==> src/rtl/scan_key_accum_if.sv <==
// scan_key_accum_if: byte-stream input and key/operand result bundle for
// scan_key_accum. The slave modport is the decoder side; the master modport is
// whoever feeds PS/2 bytes and consumes the events.
interface scan_key_accum_if #(
    parameter int DIGITS = 4
);
    localparam int OPW = 4 * DIGITS;
    localparam int CW  = $clog2(DIGITS + 1);

    logic [7:0]     scan_code;
    logic           scan_valid;
    logic [5:0]     key_code;
    logic           key_valid;
    logic           op_valid;
    logic [2:0]     op_code;
    logic [OPW-1:0] op_operand;
    logic [OPW-1:0] operand;
    logic [CW-1:0]  digit_count;
    logic           overflow;

    modport master (
        output scan_code, scan_valid,
        input  key_code, key_valid, op_valid, op_code, op_operand,
               operand, digit_count, overflow
    );

    modport slave (
        input  scan_code, scan_valid,
        output key_code, key_valid, op_valid, op_code, op_operand,
               operand, digit_count, overflow
    );
endinterface

==> src/rtl/scan_key_accum.sv <==
// scan_key_accum: PS/2 scan-byte decoder with break/extended prefix tracking,
// keypad BCD operand accumulator and operator release to the ALU front-end.
// Optional feature macro: SCAN_EXT_KEYS_EN enables the E0 prefix states so that
// E0 4A decodes as '/' and E0 5A as Enter. Without it E0 is dropped in IDLE and
// the following byte decodes as a plain make.
//
// state     | meaning
// IDLE      | waiting for a make code or a prefix byte
// BRK       | F0 seen; the next byte is the released key and is dropped
// EXT       | E0 seen; the next byte is an extended make (ext builds only)
// EXT_BRK   | E0 F0 seen; the next byte is dropped (ext builds only)
module scan_key_accum #(
    parameter int DIGITS = 4
) (
    input  logic             clk,
    input  logic             rst_n,
    scan_key_accum_if.slave  bus
);
    localparam int OPW = 4 * DIGITS;
    localparam int CW  = $clog2(DIGITS + 1);

    localparam logic [1:0] ST_IDLE    = 2'd0;
    localparam logic [1:0] ST_BRK     = 2'd1;
`ifdef SCAN_EXT_KEYS_EN
    localparam logic [1:0] ST_EXT     = 2'd2;
    localparam logic [1:0] ST_EXT_BRK = 2'd3;
`endif

    localparam logic [7:0] SC_BRK = 8'hF0;
    localparam logic [7:0] SC_EXT = 8'hE0;

    localparam logic [5:0] KC_ADD  = 6'b010_000;
    localparam logic [5:0] KC_SUB  = 6'b010_001;
    localparam logic [5:0] KC_MUL  = 6'b010_010;
`ifdef SCAN_EXT_KEYS_EN
    localparam logic [5:0] KC_DIV  = 6'b010_011;
    localparam logic [5:0] KC_ENT  = 6'b010_100;
`endif
    localparam logic [5:0] KC_BKSP = 6'b010_101;
    localparam logic [5:0] KC_ESC  = 6'b010_110;
    localparam logic [5:0] KC_UNK  = 6'b110_000;

    function automatic logic [5:0] decode_base(input logic [7:0] sc);
        case (sc)
            8'h70:   decode_base = 6'd0;
            8'h69:   decode_base = 6'd1;
            8'h72:   decode_base = 6'd2;
            8'h7A:   decode_base = 6'd3;
            8'h6B:   decode_base = 6'd4;
            8'h73:   decode_base = 6'd5;
            8'h74:   decode_base = 6'd6;
            8'h6C:   decode_base = 6'd7;
            8'h75:   decode_base = 6'd8;
            8'h7D:   decode_base = 6'd9;
            8'h79:   decode_base = KC_ADD;
            8'h7B:   decode_base = KC_SUB;
            8'h7C:   decode_base = KC_MUL;
            8'h66:   decode_base = KC_BKSP;
            8'h76:   decode_base = KC_ESC;
            default: decode_base = KC_UNK;
        endcase
    endfunction

`ifdef SCAN_EXT_KEYS_EN
    function automatic logic [5:0] decode_ext(input logic [7:0] sc);
        case (sc)
            8'h4A:   decode_ext = KC_DIV;
            8'h5A:   decode_ext = KC_ENT;
            default: decode_ext = KC_UNK;
        endcase
    endfunction
`endif

    logic [1:0]     r_state;
    logic [5:0]     r_key_code;
    logic           r_key_valid;
    logic           r_op_valid;
    logic [2:0]     r_op_code;
    logic [OPW-1:0] r_op_operand;
    logic [OPW-1:0] r_operand;
    logic [CW-1:0]  r_count;
    logic           r_overflow;

    logic [1:0]     w_state_nxt;
    logic           w_make;
    logic [5:0]     w_code;
    logic           w_is_digit;
    logic [3:0]     w_digit;
    logic           w_is_op;
    logic           w_full;
    logic           w_lead_zero;

    // Prefix tracking: pick the next state and decide whether this byte is a make.
    always_comb begin
        w_state_nxt = r_state;
        w_make      = 1'b0;
        w_code      = KC_UNK;
        if (bus.scan_valid) begin
            case (r_state)
                ST_IDLE: begin
                    if (bus.scan_code == SC_BRK) begin
                        w_state_nxt = ST_BRK;
                    end else if (bus.scan_code == SC_EXT) begin
`ifdef SCAN_EXT_KEYS_EN
                        w_state_nxt = ST_EXT;
`endif
                    end else begin
                        w_make = 1'b1;
                        w_code = decode_base(bus.scan_code);
                    end
                end
`ifdef SCAN_EXT_KEYS_EN
                ST_EXT: begin
                    if (bus.scan_code == SC_BRK) begin
                        w_state_nxt = ST_EXT_BRK;
                    end else begin
                        w_state_nxt = ST_IDLE;
                        w_make      = 1'b1;
                        w_code      = decode_ext(bus.scan_code);
                    end
                end
`endif
                default: w_state_nxt = ST_IDLE;
            endcase
        end
    end

    assign w_is_digit  = (w_code[5:4] == 2'b00);
    assign w_digit     = w_code[3:0];
    assign w_is_op     = (w_code[5:3] == 3'b010) && (w_code[2:0] <= 3'd4);
    assign w_full      = (r_count == CW'(DIGITS));
    assign w_lead_zero = (w_digit == 4'd0) && (r_count == '0);

    // Prefix state register.
    always_ff @(posedge clk) begin
        if (!rst_n) begin
            r_state <= ST_IDLE;
        end else begin
            r_state <= w_state_nxt;
        end
    end

    // Key events, operand accumulation and operator release.
    always_ff @(posedge clk) begin
        if (!rst_n) begin
            r_key_code   <= '0;
            r_key_valid  <= 1'b0;
            r_op_valid   <= 1'b0;
            r_op_code    <= '0;
            r_op_operand <= '0;
            r_operand    <= '0;
            r_count      <= '0;
            r_overflow   <= 1'b0;
        end else begin
            r_key_valid <= w_make;
            r_op_valid  <= 1'b0;
            if (w_make) begin
                r_key_code <= w_code;
                if (w_is_digit) begin
                    if (!w_lead_zero) begin
                        if (w_full) begin
                            r_overflow <= 1'b1;
                        end else begin
                            r_operand <= (r_operand << 4) | OPW'(w_digit);
                            r_count   <= r_count + CW'(1);
                        end
                    end
                end else if (w_is_op) begin
                    r_op_valid   <= 1'b1;
                    r_op_code    <= w_code[2:0];
                    r_op_operand <= r_operand;
                    r_operand    <= '0;
                    r_count      <= '0;
                    r_overflow   <= 1'b0;
                end else if (w_code == KC_BKSP) begin
                    r_operand  <= r_operand >> 4;
                    if (r_count != '0) begin
                        r_count <= r_count - CW'(1);
                    end
                    r_overflow <= 1'b0;
                end else if (w_code == KC_ESC) begin
                    r_operand  <= '0;
                    r_count    <= '0;
                    r_overflow <= 1'b0;
                end
            end
        end
    end

    assign bus.key_code    = r_key_code;
    assign bus.key_valid   = r_key_valid;
    assign bus.op_valid    = r_op_valid;
    assign bus.op_code     = r_op_code;
    assign bus.op_operand  = r_op_operand;
    assign bus.operand     = r_operand;
    assign bus.digit_count = r_count;
    assign bus.overflow    = r_overflow;
endmodule

==> src/flat_wrapper.sv <==
// flat-port wrapper written by rule: the top's interface ports become plain ports
module scan_key_accum_flat 
#(
    parameter int DIGITS = 4
)
  (clk, rst_n, bus_scan_code, bus_scan_valid, bus_key_code, bus_key_valid, bus_op_valid, bus_op_code, bus_op_operand, bus_operand, bus_digit_count, bus_overflow);
  scan_key_accum_if #(.DIGITS(DIGITS)) bus_i ();
  input  logic clk;
  input  logic rst_n;
  input wire logic [$bits(bus_i.scan_code)-1:0] bus_scan_code;
  input wire logic [$bits(bus_i.scan_valid)-1:0] bus_scan_valid;
  output wire logic [$bits(bus_i.key_code)-1:0] bus_key_code;
  output wire logic [$bits(bus_i.key_valid)-1:0] bus_key_valid;
  output wire logic [$bits(bus_i.op_valid)-1:0] bus_op_valid;
  output wire logic [$bits(bus_i.op_code)-1:0] bus_op_code;
  output wire logic [$bits(bus_i.op_operand)-1:0] bus_op_operand;
  output wire logic [$bits(bus_i.operand)-1:0] bus_operand;
  output wire logic [$bits(bus_i.digit_count)-1:0] bus_digit_count;
  output wire logic [$bits(bus_i.overflow)-1:0] bus_overflow;
  assign bus_i.scan_code = bus_scan_code;
  assign bus_i.scan_valid = bus_scan_valid;
  assign bus_key_code = bus_i.key_code;
  assign bus_key_valid = bus_i.key_valid;
  assign bus_op_valid = bus_i.op_valid;
  assign bus_op_code = bus_i.op_code;
  assign bus_op_operand = bus_i.op_operand;
  assign bus_operand = bus_i.operand;
  assign bus_digit_count = bus_i.digit_count;
  assign bus_overflow = bus_i.overflow;
  scan_key_accum #(.DIGITS(DIGITS)) u_core (.clk(clk), .rst_n(rst_n), .bus(bus_i));
endmodule
==> config.mk <==
export PLATFORM = sky130hd
export DESIGN_NAME = scan_key_accum_flat
export DESIGN_NICKNAME = d
export VERILOG_FILES = /design/src/rtl/scan_key_accum_if.sv /design/src/rtl/scan_key_accum.sv /design/src/flat_wrapper.sv
export SDC_FILE = /design/constraint.sdc
export NUM_CORES = 1
export LEC_CHECK = 0
export CAP_MARGIN = 20
export CORE_MARGIN = 5
export CORE_UTILIZATION = 47
export CTS_BUF_LIST = sky130_fd_sc_hd__clkbuf_4 sky130_fd_sc_hd__clkbuf_8
export CTS_CLUSTER_SIZE = 28
export DETAILED_ROUTE_END_ITERATION = 8
export HOLD_SLACK_MARGIN = 0.05
export PLACE_DENSITY_LB_ADDON = 0.05
export REMOVE_ABC_BUFFERS = 1
export SKIP_LAST_GASP = 1
export SLEW_MARGIN = 30
export SYNTH_ARGS = -nofsm -noshare
export SYNTH_HDL_FRONTEND = slang
export SYNTH_SLANG_ARGS = --single-unit
==> constraint.sdc <==
create_clock -name clk -period 2.15 [get_ports clk]
set_input_delay 0.215 -clock clk [delete_from_list [all_inputs] [get_ports clk]]
set_output_delay 0.215 -clock clk [all_outputs]
set_load 0.03 [all_outputs]
Word level (Yosys, flattened, before mapping)
Cells that the tools add are included.
{ "totals": {"reg_bits": 49, "in_bits": 11, "word_cells": 87} }
{ "classes": {"reduce_logical": 14, "muxes": 31, "n_bitwise": 4, "n_eq_ne": 26, "add_sub_neg": 2, "order_cmp": 1} }
{ "ops": {"columns": ["operator", "n"], "rows": [
  ["equality test 8 x 7 -> 1 bit (second input constant)", 15],
  ["2-to-1 mux 16 bit", 6],
  ["one-hot mux 6 bit (15 select lines)", 1],
  ["2-to-1 mux 6 bit", 4],
  ["2-to-1 mux 3 bit", 7],
  ["equality test 8 bit (second input constant)", 2],
  ["OR 16 x 4 -> 16 bit", 1],
  ["equality test 6 x 5 -> 1 bit (second input constant)", 2],
  ["2-to-1 mux 1 bit", 11],
  ["AND reduction 4 bit", 2],
  ["!= test 2 bit (second input constant)", 3],
  ["AND reduction 5 bit", 1],
  ["logical NOT 2 bit", 2],
  ["logical NOT 4 bit", 1],
  ["2-to-1 mux 2 bit", 2],
  ["!= test 4 x 2 -> 1 bit (second input constant)", 1],
  ["nonzero test 4 bit", 1],
  ["adder 3 x 1 -> 3 bit (second input constant)", 1],
  ["equality test 3 x 2 -> 1 bit (second input constant)", 1],
  ["equality test 3 bit (second input constant)", 1],
  ["less-or-equal comparator 3 bit (second input constant)", 1],
  ["logical NOT 3 bit", 1],
  ["inverter 1 bit", 3],
  ["AND reduction 3 bit", 1],
  ["6 further kinds", 7]
]} }

Depth between registers and ports, before layout
Gate-level depths: netlist (run 1).
{ "logic_depth": {"word_depth": 11, "depth_mapped": 10, "depth_no_buf": 9} }

Worst setup path after synthesis (run 1)
OpenSTA, ideal clock, no wires.
{ "synth_timing": {"path_kind": "flip-flop to flip-flop", "startpoint": "reg u_core.r_count[0], in the netlist u_core.bus.digit_count[0]", "endpoint": "reg u_core.r_operand[9], in the netlist u_core.bus.operand[9]", "synth_period_minus_slack_ns": 2.141, "setup_ns": 0.116, "n_path_buf": 0, "path_stages_with_launch": 10, "required_time_ns": 2.034, "setup_slack_ns": 0.009, "t_arrival_ns": 2.025, "cell_sequence": "dfxtp_1 inv_1 ha_1 ha_1 nor2b_1 o21ai_1 a31o_4 a21o_4 a311o_1 o211a_1"} }
{ "synth_between": {"elab_chain_len": 4} }
{ "synth_lines": {"columns": ["element", "line", "source"], "rows": [
  ["start, declared", "scan_key_accum.sv:81", "logic [CW-1:0] r_count;"],
  ["start signal, assigned", "scan_key_accum.sv:165", "r_count <= r_count + CW'(1);"],
  ["start signal, assigned", "scan_key_accum.sv:178", "r_count <= r_count - CW'(1);"],
  ["logical NOT 3 bit", "scan_key_accum.sv:132", "assign w_lead_zero = (w_digit == 4'd0) && (r_count == '0);"],
  ["logical AND 1 bit", "scan_key_accum.sv:132", null],
  ["!= test 2 bit (no source line)", null, null],
  ["AND reduction 4 bit (no source line) *", null, null],
  ["end signal, assigned", "scan_key_accum.sv:164", "r_operand <= (r_operand << 4) | OPW'(w_digit);"],
  ["end signal, assigned", "scan_key_accum.sv:176", "r_operand <= r_operand >> 4;"],
  ["end, declared", "scan_key_accum.sv:80", "logic [OPW-1:0] r_operand;"]
]} }
Every way passes the cells marked *; elsewhere a longest branch is shown, timed or not.
A chain may end at the register's enable or synchronous reset.

Worst setup path after layout (run 1)
{ "layout_timing": {"startpoint": "reg u_core.r_count[1], in the netlist u_core.bus.digit_count[1]", "endpoint": "reg u_core.r_operand[9], in the netlist u_core.bus.operand[9]"} }
Same word-level chain as after synthesis.

==> results.py, run 1 <==
metrics = {
    "worst_setup_path": {
        "startpoint_type": "register",
        "cp_cell_sequence": "inv_1, ha_2, ha_1, nor2b_1, o21ai_1, a31o_4, a21o_4, a311o_1, o211a_1",
        "max_stage_delay_ns": 0.38,
        "cp_data_arrival_time_ns": 2.23,
        "crit_slowest_cell": "dfxtp_1",
        "critical_path_class": "reg -> reg",
        "end_kind": "register",
        "critPathRequiredTime_ns": 2.37,
        "crit_fanout": 8,
    },
    "clock_tree": {
        "clk_path_buf_depth": 2,
        "clk_pin_slew_worst_paths_ns": 0.10,
        "ctsResizeCount": 0,
        "htree_levels": 2,
        "cts_setup_buffers": 0,
        "postCtsHoldBufs": 0,
        "numCtsBuffers": 5,
        "root_buffer": "clkbuf_8",
        "cts_tree": "done",
        "clk_latency_ns": 0.31,
        "cts.sinks": 48,
    },
    "logic_synthesis": {
        "syn-instance-count": 292,
        "synth.distinct_cells": 50,
        "synth-async-reset-ratio": 0,
        "synth_edf_count": 0,
        "syn_area_per_cell_um2": 8.52,
        "yosys_warnings": 0,
        "synth_top_flop_cell": "dfxtp_1",
        "ys_seq_area_frac": 0.386,
        "synth_seq_cells": 48,
        "synth_area_um2": 2490,
    },
    "drt": {
        "vias": 2334,
        "drt_iter0_drc": 89,
        "wl_per_cell_um": 14.6,
        "viasPerCell": 5.26,
        "drt_pass1_iterations": 4,
        "wl_um": 6480,
        "ant_nets": 0,
        "drcViolationCount": 0,
    },
    "floorplan": {
        "initial_utilization": 0.484,
        "io_pins": 58,
        "die_x_um": 82.8,
        "die_area_um2": 6850,
        "rows": 26,
        "core_um2": 5140,
        "die_h_um": 82.8,
    },
    "global_route": {
        "grt_pass1_wl_um": 10800,
        "grt_pass1_vias": 2195,
        "grt_util_all_layers": 0.205,
        "grt_max_degree": 53,
        "antenna_found_initial": 0,
        "gr-total-overflow": 0,
    },
    "sta": {
        "slew_headroom": 0.713,
        "hold_ws_ns": 0.464,
        "period_share": 0.939,
        "finalCriticalPeriod_ns": 2.02,
        "slew_viol_final": 0,
        "fin_worst_skew_ns": 0.00710,
        "hold_viol": 0,
        "setup_violations": 0,
        "tightest_slew_ns": 0.430,
        "rsz0062_at_grt": "false",
        "max_clock_freq_mhz": 495,
    },
    "placed_design": {
        "portBuffers": 57,
        "finalWeightedCongestion": 0.874,
        "dp_hpwl_um": 4740,
    },
    "power_and_ir_drop": {
        "power.leakage_nw": 1.30,
        "p_per_area_nw_per_um2": 545,
        "power_mw": 1.91,
        "peakVddDrop_v": 0.000305,
    },
    "layout": {
        "num_antenna_cells": 0,
        "nets": 388,
        "area_delta_synth_final_pct": 41.2,
        "layout-drive-gt1-share": 0.158,
    },
    "min_path": {
        "hp-class": "reg -> reg",
    },
    "run_status": {
        "status": "finished clean",
    },
    "run": {
        "drv_cap": 0,
    },
}
==> cells by family (layout without fill, tap and decap cells) <==
family,Yosys count,in the layout,synth area share
multiplexers,4,4,0.0166
XOR/XNOR,3,3,0.0106
buffers and inverters,21,103,0.0407
AND/OR/NAND/NOR,135,135,0.283
AO/OA/AOI/OAI,77,77,0.242
flip-flops,48,48,0.386
adder cells (fa/ha/maj),4,4,0.0201
==> worst paths after layout <==
kind | start | end | slack [ns] | depth (start not counted)
hold / removal | u_core.bus.op_operand[5]$_SDFFE_PN0P_ | u_core.bus.op_operand[5]$_SDFFE_PN0P_ | 0.46 | 2
setup reg to reg | u_core.bus.digit_count[1]$_SDFFE_PN0P_ | u_core.bus.operand[9]$_SDFFE_PN0P_ | 0.13 | 9
hold reg to reg | u_core.bus.op_operand[5]$_SDFFE_PN0P_ | u_core.bus.op_operand[5]$_SDFFE_PN0P_ | 0.46 | 2
setup / recovery | u_core.bus.digit_count[1]$_SDFFE_PN0P_ | u_core.bus.operand[9]$_SDFFE_PN0P_ | 0.13 | 9
==> layout by cell type, fill, tap and decap left out, types with 11 or more instances in the layout <==
cell	count
nand3_1	12
nor2b_1	11
clkdlybuf4s50_1	57
dfxtp_1	47
buf_4	29
a21boi_0	20
nand2_1	52
nor2_1	16
==> power by group <==
part | switching (mW) | internal (mW)
clock | 0.324 | 0.468
combinational | 0.113 | 0.104
sequential | 0.00697 | 0.897
==> registers in the layout, indices dropped and copies added (netlist names) <==
name	cells
u_core.bus.operand	16
u_core.bus.digit_count	3
u_core.bus.overflow	1
u_core.bus.op_code	3
u_core.bus.key_valid	1
u_core.bus.op_operand	16
u_core.r_state	1
u_core.bus.key_code	6
u_core.bus.op_valid	1
==> synth_stat cells (2+ instances only) <==
cell | number | area share
nand2_1 | 52 | 0.078
dfxtp_1 | 48 | 0.39
a21boi_0 | 20 | 0.060
nor2_1 | 16 | 0.024
nand3_1 | 12 | 0.024
nor2b_1 | 11 | 0.028
and3_1 | 10 | 0.025
nor3b_1 | 10 | 0.030
o21ai_0 | 10 | 0.020
clkbuf_1 | 9 | 0.014
a211oi_1 | 7 | 0.021
a21oi_1 | 6 | 0.012
nand2b_1 | 6 | 0.015
o21ai_1 | 6 | 0.012
a21boi_1 | 5 | 0.015
inv_1 | 5 | 0.0075
and2_1 | 4 | 0.010
ha_1 | 4 | 0.020
and2b_1 | 3 | 0.0091
buf_2 | 3 | 0.0060
buf_4 | 3 | 0.0091
mux2i_1 | 3 | 0.012
nand3b_1 | 3 | 0.0091
o211a_1 | 3 | 0.012
xnor2_1 | 3 | 0.011
a211oi_2 | 2 | 0.010
a21o_1 | 2 | 0.0060
nor2_4 | 2 | 0.0091
o211ai_1 | 2 | 0.0060
o21a_1 | 2 | 0.0060
==> worst max-delay path, delay by kind of cell, from the launching register on <==
kind                     cells  cell delay (ns)
AO/OA/AOI/OAI                5             0.98
flip-flops                   1             0.38
adder cells (fa/ha/maj)      2             0.37
AND/OR/NAND/NOR              1             0.11
buffers and inverters        1             0.07
==> stage by stage <==
step / cell area [µm²] / setup TNS, ns / setup slack [ns] / std cells / util
2_1_floorplan: 2400 / -0.0309 / -0.0309 / 276 / -
4_1_cts: 3500 / 0 / 0.0700 / 444 / 0.681
5_1_grt: 3510 / 0 / 0.00446 / 444 / 0.683
3_3_place_gp: 3360 / -1.06 / -0.102 / 436 / 0.654
3_5_place_dp: 3360 / -1.45 / -0.132 / 436 / 0.654
6_report: 3510 / 0 / 0.131 / 444 / 0.683
==> layout make-up <==
type | count | area [µm²]
Timing Repair Buffer | 90 | 868
Clock inverter | 3 | 68.8
Tap cell | 70 | 87.6
Fill cell | 467 | 1630
Inverter | 5 | 18.8
Multi-Input combinational cell | 223 | 1440
Sequential cell | 48 | 962
Clock buffer | 5 | 68.8
==> metal layers <==
layer / routed length, µm / track usage
met1: 2980 / 0.274
met2: 3110 / 0.332
met3: 310 / 0.0466
met4: 85 / 0.0523
met5: 0 / 0
No activity file was read; power rests on OpenSTA's default activity.
==> inputs of run 2 (changes only) <==
--- a/config.mk
+++ b/config.mk
@@ -11,8 +11,9 @@
 export CTS_BUF_LIST = sky130_fd_sc_hd__clkbuf_4 sky130_fd_sc_hd__clkbuf_8
 export CTS_CLUSTER_SIZE = 28
 export DETAILED_ROUTE_END_ITERATION = 8
+export DONT_BUFFER_PORTS = 1
 export HOLD_SLACK_MARGIN = 0.05
-export PLACE_DENSITY_LB_ADDON = 0.05
+export PLACE_DENSITY_LB_ADDON = 0.25
 export REMOVE_ABC_BUFFERS = 1
 export SKIP_LAST_GASP = 1
 export SLEW_MARGIN = 30
==> run 2 against run 1 <==
- worst setup slack better by 0.0064 ns
- register-to-register slack about the same
- count of clock-buffer cells in the layout unchanged
- via count down 14%
- cell area down 23%
- combinational power down 47%
- sequential power up 2%
- wire length down 7.8%
- largest cell class unchanged
==> results.py, run 2 (synthesized netlist as in run 1, its figures left out) <==
metrics = {
    "run_status": {
        "status": "finished clean",
    },
    "global_route": {
        "grt_util_all_layers": 0.185,
        "gr-total-overflow": 0,
        "antenna_found_initial": 0,
        "grt_max_degree": 38,
        "grt_pass1_wl_um": 9710,
        "grt_pass1_vias": 1982,
    },
    "clock_tree": {
        "clk_latency_ns": 0.30,
        "htree_levels": 2,
        "cts.sinks": 48,
        "root_buffer": "clkbuf_8",
        "ctsResizeCount": 0,
        "cts_tree": "done",
        "numCtsBuffers": 5,
        "clk_path_buf_depth": 2,
        "clk_pin_slew_worst_paths_ns": 0.09,
    },
    "drt": {
        "drt_iter0_drc": 91,
        "vias": 2013,
        "ant_nets": 0,
        "viasPerCell": 5.46,
        "wl_um": 5970,
        "wl_per_cell_um": 16.2,
        "drcViolationCount": 0,
        "drt_pass1_iterations": 4,
    },
    "worst_setup_path": {
        "critPathRequiredTime_ns": 2.36,
        "cp_data_arrival_time_ns": 2.22,
        "timing.rr.end": "u_core.bus.operand[9]$_SDFFE_PN0P_",
        "reg2reg_from": "u_core.bus.digit_count[0]$_SDFFE_PN0P_",
        "startpoint_type": "register",
        "r2r_slack_ns": 0.14,
        "crit_fanout": 16,
        "end_kind": "register",
        "critical_path_class": "reg -> reg",
        "r2r_cells": 9,
    },
    "sta": {
        "period_share": 0.936,
        "slew_viol_final": 0,
        "max_clock_freq_mhz": 497,
        "slew_headroom": 0.551,
        "tightest_slew_ns": 0.672,
        "rsz0062_at_grt": "false",
        "hold_viol": 0,
        "setup_violations": 0,
        "tns_ns": 0,
        "finalCriticalPeriod_ns": 2.01,
        "fin_worst_skew_ns": 0.00884,
    },
    "layout": {
        "final_common_cell": "nand2_1",
        "layout-drive-gt1-share": 0.117,
        "design_area_um2": 2720,
        "final_cell_mix": "nand2_1, dfxtp_1, a21boi_0, nor2_1, buf_4",
        "area_delta_synth_final_pct": 9.41,
        "fin_util": 0.529,
        "nets": 313,
        "num_antenna_cells": 0,
    },
    "placed_design": {
        "finalWeightedCongestion": 0.837,
        "portBuffers": 0,
        "dpl_cell_area_um2": 2570,
        "dp_hpwl_um": 4090,
    },
    "power_and_ir_drop": {
        "p_per_area_nw_per_um2": 620,
        "power_mw": 1.69,
        "peakVddDrop_v": 0.000270,
        "power.leakage_nw": 0.987,
    },
    "floorplan": {
        "core_um2": 5140,
        "rows": 26,
        "die_area_um2": 6850,
        "initial_utilization": 0.484,
        "die_x_um": 82.8,
        "die_h_um": 82.8,
        "io_pins": 58,
    },
    "min_path": {
        "hold_end": "u_core.bus.overflow$_SDFFE_PN0P_",
        "hp-start": "rst_n",
        "whs_path_depth": 2,
        "hp-class": "in -> reg",
    },
    "run": {
        "drv_cap": 0,
    },
}
==> run 2: cell count changes in the layout (fill, tap and decap cells not counted), moves of 2 or more <==
cell             change
buf_4               -16
a211oi_2             -2
clkdlybuf4s50_1     -57
dlygate4sd3_1        +2
buf_12               -4
a211oi_1             +2
==> run 2: area by class of cell <==
| type | instances | area, µm² |
|---|---|---|
| fill | 533 | 2420 |
| multi-input combinational | 223 | 1430 |
| sequential | 48 | 961 |
| timing repair buffer | 15 | 118 |
| tap | 70 | 87.6 |
| clock buffer | 5 | 68.8 |
| clock inverter | 3 | 42.5 |
| inverter | 5 | 18.8 |
==> run 2: power by group <==
group | internal (mW) | leakage [nW] | switching, mW
Clock | 0.344 | 0.0541 | 0.308
Combinational | 0.0551 | 0.545 | 0.0610
Sequential | 0.896 | 0.388 | 0.0232
Total | 1.30 | 0.987 | 0.392
==> run 2: per-layer routing <==
| metal | up-vias | part of all wire | track usage |
|---|---|---|---|
| li1 | 1025 | - | - |
| met1 | 936 | 0.45 | 0.230 |
| met2 | 46 | 0.47 | 0.310 |
| met3 | 6 | 0.070 | 0.0575 |
| met4 | 0 | 0.010 | 0.0507 |
| met5 | - | 0 | 0 |
==> run 2: stage by stage <==
stage	hold slack, ns	setup slack (ns)	std cells
after floorplan	0.337	-0.0309	276
after global placement	0.344	0.209	357
after detailed placement	0.349	0.144	357
after CTS	0.0503	0.137	366
after global routing	0.0554	0.0531	369
final	0.0570	0.137	369
==> run 2: what timing repair did <==
item | CTS | global route
buffers inserted | 0 | 2
hold endpoints to repair | 16 | 10
hold buffers | 1 | 1
endpoints found under the setup margin | 0 | 3
==> run 2: worst max path at each step <==
stage / startpoint / to / slack [ns]
2_1_floorplan: u_core.bus.digit_count[0]$_SDFFE_PN0P_ / u_core.bus.operand[9]$_SDFFE_PN0P_ / -0.03
3_3_place_gp: u_core.bus.digit_count[0]$_SDFFE_PN0P_ / u_core.bus.operand[9]$_SDFFE_PN0P_ / 0.21
3_5_place_dp: u_core.bus.digit_count[0]$_SDFFE_PN0P_ / u_core.bus.operand[9]$_SDFFE_PN0P_ / 0.14
4_1_cts: u_core.bus.digit_count[0]$_SDFFE_PN0P_ / u_core.bus.operand[4]$_SDFFE_PN0P_ / 0.14
5_1_grt: u_core.bus.digit_count[0]$_SDFFE_PN0P_ / u_core.bus.operand[9]$_SDFFE_PN0P_ / 0.05
6_report: u_core.bus.digit_count[0]$_SDFFE_PN0P_ / u_core.bus.operand[9]$_SDFFE_PN0P_ / 0.14
==> run 2: critical path, cell delays in order (launching register included) <==
cell and delay [ns]:
dfxtp_1 0.34, inv_1 0.06, ha_1 0.22, ha_1 0.20, nor2b_1 0.11, o21ai_1 0.08
a31o_4 0.27, a21o_4 0.25, a311o_1 0.28, o211a_1 0.12
==> inputs of run 3 (changes only) <==
--- a/config.mk
+++ b/config.mk
@@ -9,10 +9,9 @@
 export CORE_MARGIN = 5
 export CORE_UTILIZATION = 47
 export CTS_BUF_LIST = sky130_fd_sc_hd__clkbuf_4 sky130_fd_sc_hd__clkbuf_8
-export CTS_CLUSTER_SIZE = 28
+export CTS_CLUSTER_SIZE = 14
 export DETAILED_ROUTE_END_ITERATION = 8
 export DONT_BUFFER_PORTS = 1
-export HOLD_SLACK_MARGIN = 0.05
 export PLACE_DENSITY_LB_ADDON = 0.25
 export REMOVE_ABC_BUFFERS = 1
 export SKIP_LAST_GASP = 1
==> constraint.sdc (replaced) <==
create_clock -name clk -period 2.15 [get_ports clk]
set_input_delay 0.215 -clock clk [delete_from_list [all_inputs] [get_ports clk]]
set_output_delay 0.215 -clock clk [all_outputs]
set_load 0.01 [all_outputs]
==> run 3 against run 2 <==
- clock power grew 0.9%
- global-route usage down 0.44 points
- die area did not move
- hold slack got worse by 0.020 ns
- largest cell class unchanged
==> results.py, run 3 (synthesized netlist as in run 1, its figures left out) <==
metrics = {
    "power_and_ir_drop": {
        "combPwrFrac": 0.063,
        "p_sw_frac": 0.226,
        "seqPwrFrac": 0.543,
        "switchingPower_mw": 0.378,
        "internal-power_mw": 1.29,
        "power.leakage_nw": 0.976,
        "peakVddDrop_v": 0.000353,
        "clockPowerShare": 0.394,
        "p_per_area_nw_per_um2": 619,
    },
    "clock_tree": {
        "clk_pin_slew_worst_paths_ns": 0.09,
        "clk_latency_ns": 0.30,
        "cts.sinks": 48,
        "cts_tree": "done",
        "ctsResizeCount": 0,
        "root_buffer": "clkbuf_8",
        "htree_levels": 2,
        "clk_path_buf_depth": 2,
        "numCtsBuffers": 5,
    },
    "run": {
        "drv_cap": 0,
    },
    "global_route": {
        "gr-total-overflow": 0,
        "grt_pass1_wl_um": 9520,
        "antenna_found_initial": 0,
        "grt_util_all_layers": 0.181,
        "grt_max_degree": 53,
        "grt_pass1_vias": 1906,
    },
    "layout": {
        "design_area_um2": 2700,
        "layout-drive-gt1-share": 0.118,
        "final_cell_mix": "nand2_1, dfxtp_1, a21boi_0, nor2_1, buf_4",
        "final_common_cell": "nand2_1",
        "fin_cells": 367,
        "nFillCells": 509,
        "nets": 311,
        "area_delta_synth_final_pct": 8.60,
        "num_antenna_cells": 0,
    },
    "worst_setup_path": {
        "crit_buf_inv": 1,
        "critPathRequiredTime_ns": 2.36,
        "startpoint_type": "register",
        "crit_slowest_cell": "dfxtp_1",
        "crit_fanout": 15,
        "cp_data_arrival_time_ns": 2.23,
        "crit_family": "compound AO/OA/AOI/OAI gates",
        "cp_cell_sequence": "inv_1, ha_1, ha_1, nor2b_1, o21ai_1, a31o_4, a21o_4, a311o_1, o211a_1",
        "critical_path_class": "reg -> reg",
        "max_stage_delay_ns": 0.34,
        "end_kind": "register",
        "cpMostUsedCell": "ha_1",
    },
    "sta": {
        "period_share": 0.943,
        "slew_viol_final": 0,
        "hold_ws_ns": 0.0365,
        "tns_ns": 0,
        "hold_viol": 0,
        "fin_worst_skew_ns": 0.00627,
        "setup_ws_ns": 0.123,
        "finalCriticalPeriod_ns": 2.03,
        "slew_headroom": 0.644,
        "tightest_slew_ns": 0.530,
        "setup_violations": 0,
        "max_clock_freq_mhz": 493,
    },
    "placed_design": {
        "pre_cts_ws_ns": 0.117,
        "dpl_cell_area_um2": 2570,
        "portBuffers": 0,
        "dp_hpwl_um": 4050,
        "dp.cells": 357,
        "finalWeightedCongestion": 0.825,
    },
    "drt": {
        "drt_pass1_iterations": 4,
        "ant_nets": 0,
        "drcViolationCount": 0,
        "vias": 2046,
        "wl_um": 5770,
        "drt_iter0_drc": 88,
        "wl_per_cell_um": 15.7,
        "viasPerCell": 5.57,
    },
    "floorplan": {
        "die_h_um": 82.8,
        "initial_utilization": 0.484,
        "die_x_um": 82.8,
        "io_pins": 58,
        "rows": 26,
        "core_um2": 5140,
        "die_area_um2": 6850,
    },
    "min_path": {
        "hp-class": "in -> reg",
    },
    "run_status": {
        "status": "finished clean",
    },
}
run 3: cell types whose count changed in the layout (fill, tap and decap cells not counted), sizes merged:
cell / change
dlygate4sd3: -2
run 3: final timing paths:
kind,startpoint,slack [ns],cells past startpoint,to
worst min-delay path,rst_n,0.04,1,u_core.bus.key_code[4]$_SDFFE_PN0P_
worst max-delay path,u_core.bus.digit_count[0]$_SDFFE_PN0P_,0.12,9,u_core.bus.operand[9]$_SDFFE_PN0P_
worst max register to register,u_core.bus.digit_count[0]$_SDFFE_PN0P_,0.12,9,u_core.bus.operand[9]$_SDFFE_PN0P_
worst min register to register,u_core.r_state[0]$_SDFFE_PN0P_,0.48,2,u_core.r_state[0]$_SDFFE_PN0P_
run 3: timing repair:
action                     in CTS  in global routing
buffers inserted                0                  2
setup endpoints to repair       0                  1
hold buffers                    0                  0
run 3: cell type report:
| cell class | instances | area (µm²) | area share |
|---|---|---|---|
| multi-input cells | 223 | 1430 | 0.528 |
| flip-flops and latches | 48 | 961 | 0.356 |
| inverters | 5 | 18.8 | 0.00695 |
| repair buffers | 13 | 97.6 | 0.0361 |
| well taps | 70 | 87.6 | 0.0324 |
| clock buffers | 5 | 68.8 | 0.0255 |
| clock inverters | 3 | 42.5 | 0.0157 |
run 3: through the flow:
stage,util,power [mW]
finish,0.526,1.67
global route,0.526,1.74
CTS,0.523,1.69
detailed placement,0.501,1.03
global placement,0.501,1.03
floorplan,-,1.01
run 3: layer usage:
layer | wire (µm) | track usage | vias up
met5 | 0 | 0 | -
met3 | 423 | 0.0531 | 11
met4 | 89 | 0.0637 | 0
li1 | - | - | 1020
met2 | 2640 | 0.288 | 57
met1 | 2620 | 0.233 | 958
run 3: power by group through the flow:
stage	logic, mW	registers (mW)	clock network (mW)
2_1_floorplan	0.0837	0.927	0
3_3_place_gp	0.102	0.929	0
3_5_place_dp	0.104	0.929	0
4_1_cts	0.104	0.908	0.674
5_1_grt	0.116	0.910	0.715
6_report	0.105	0.908	0.659
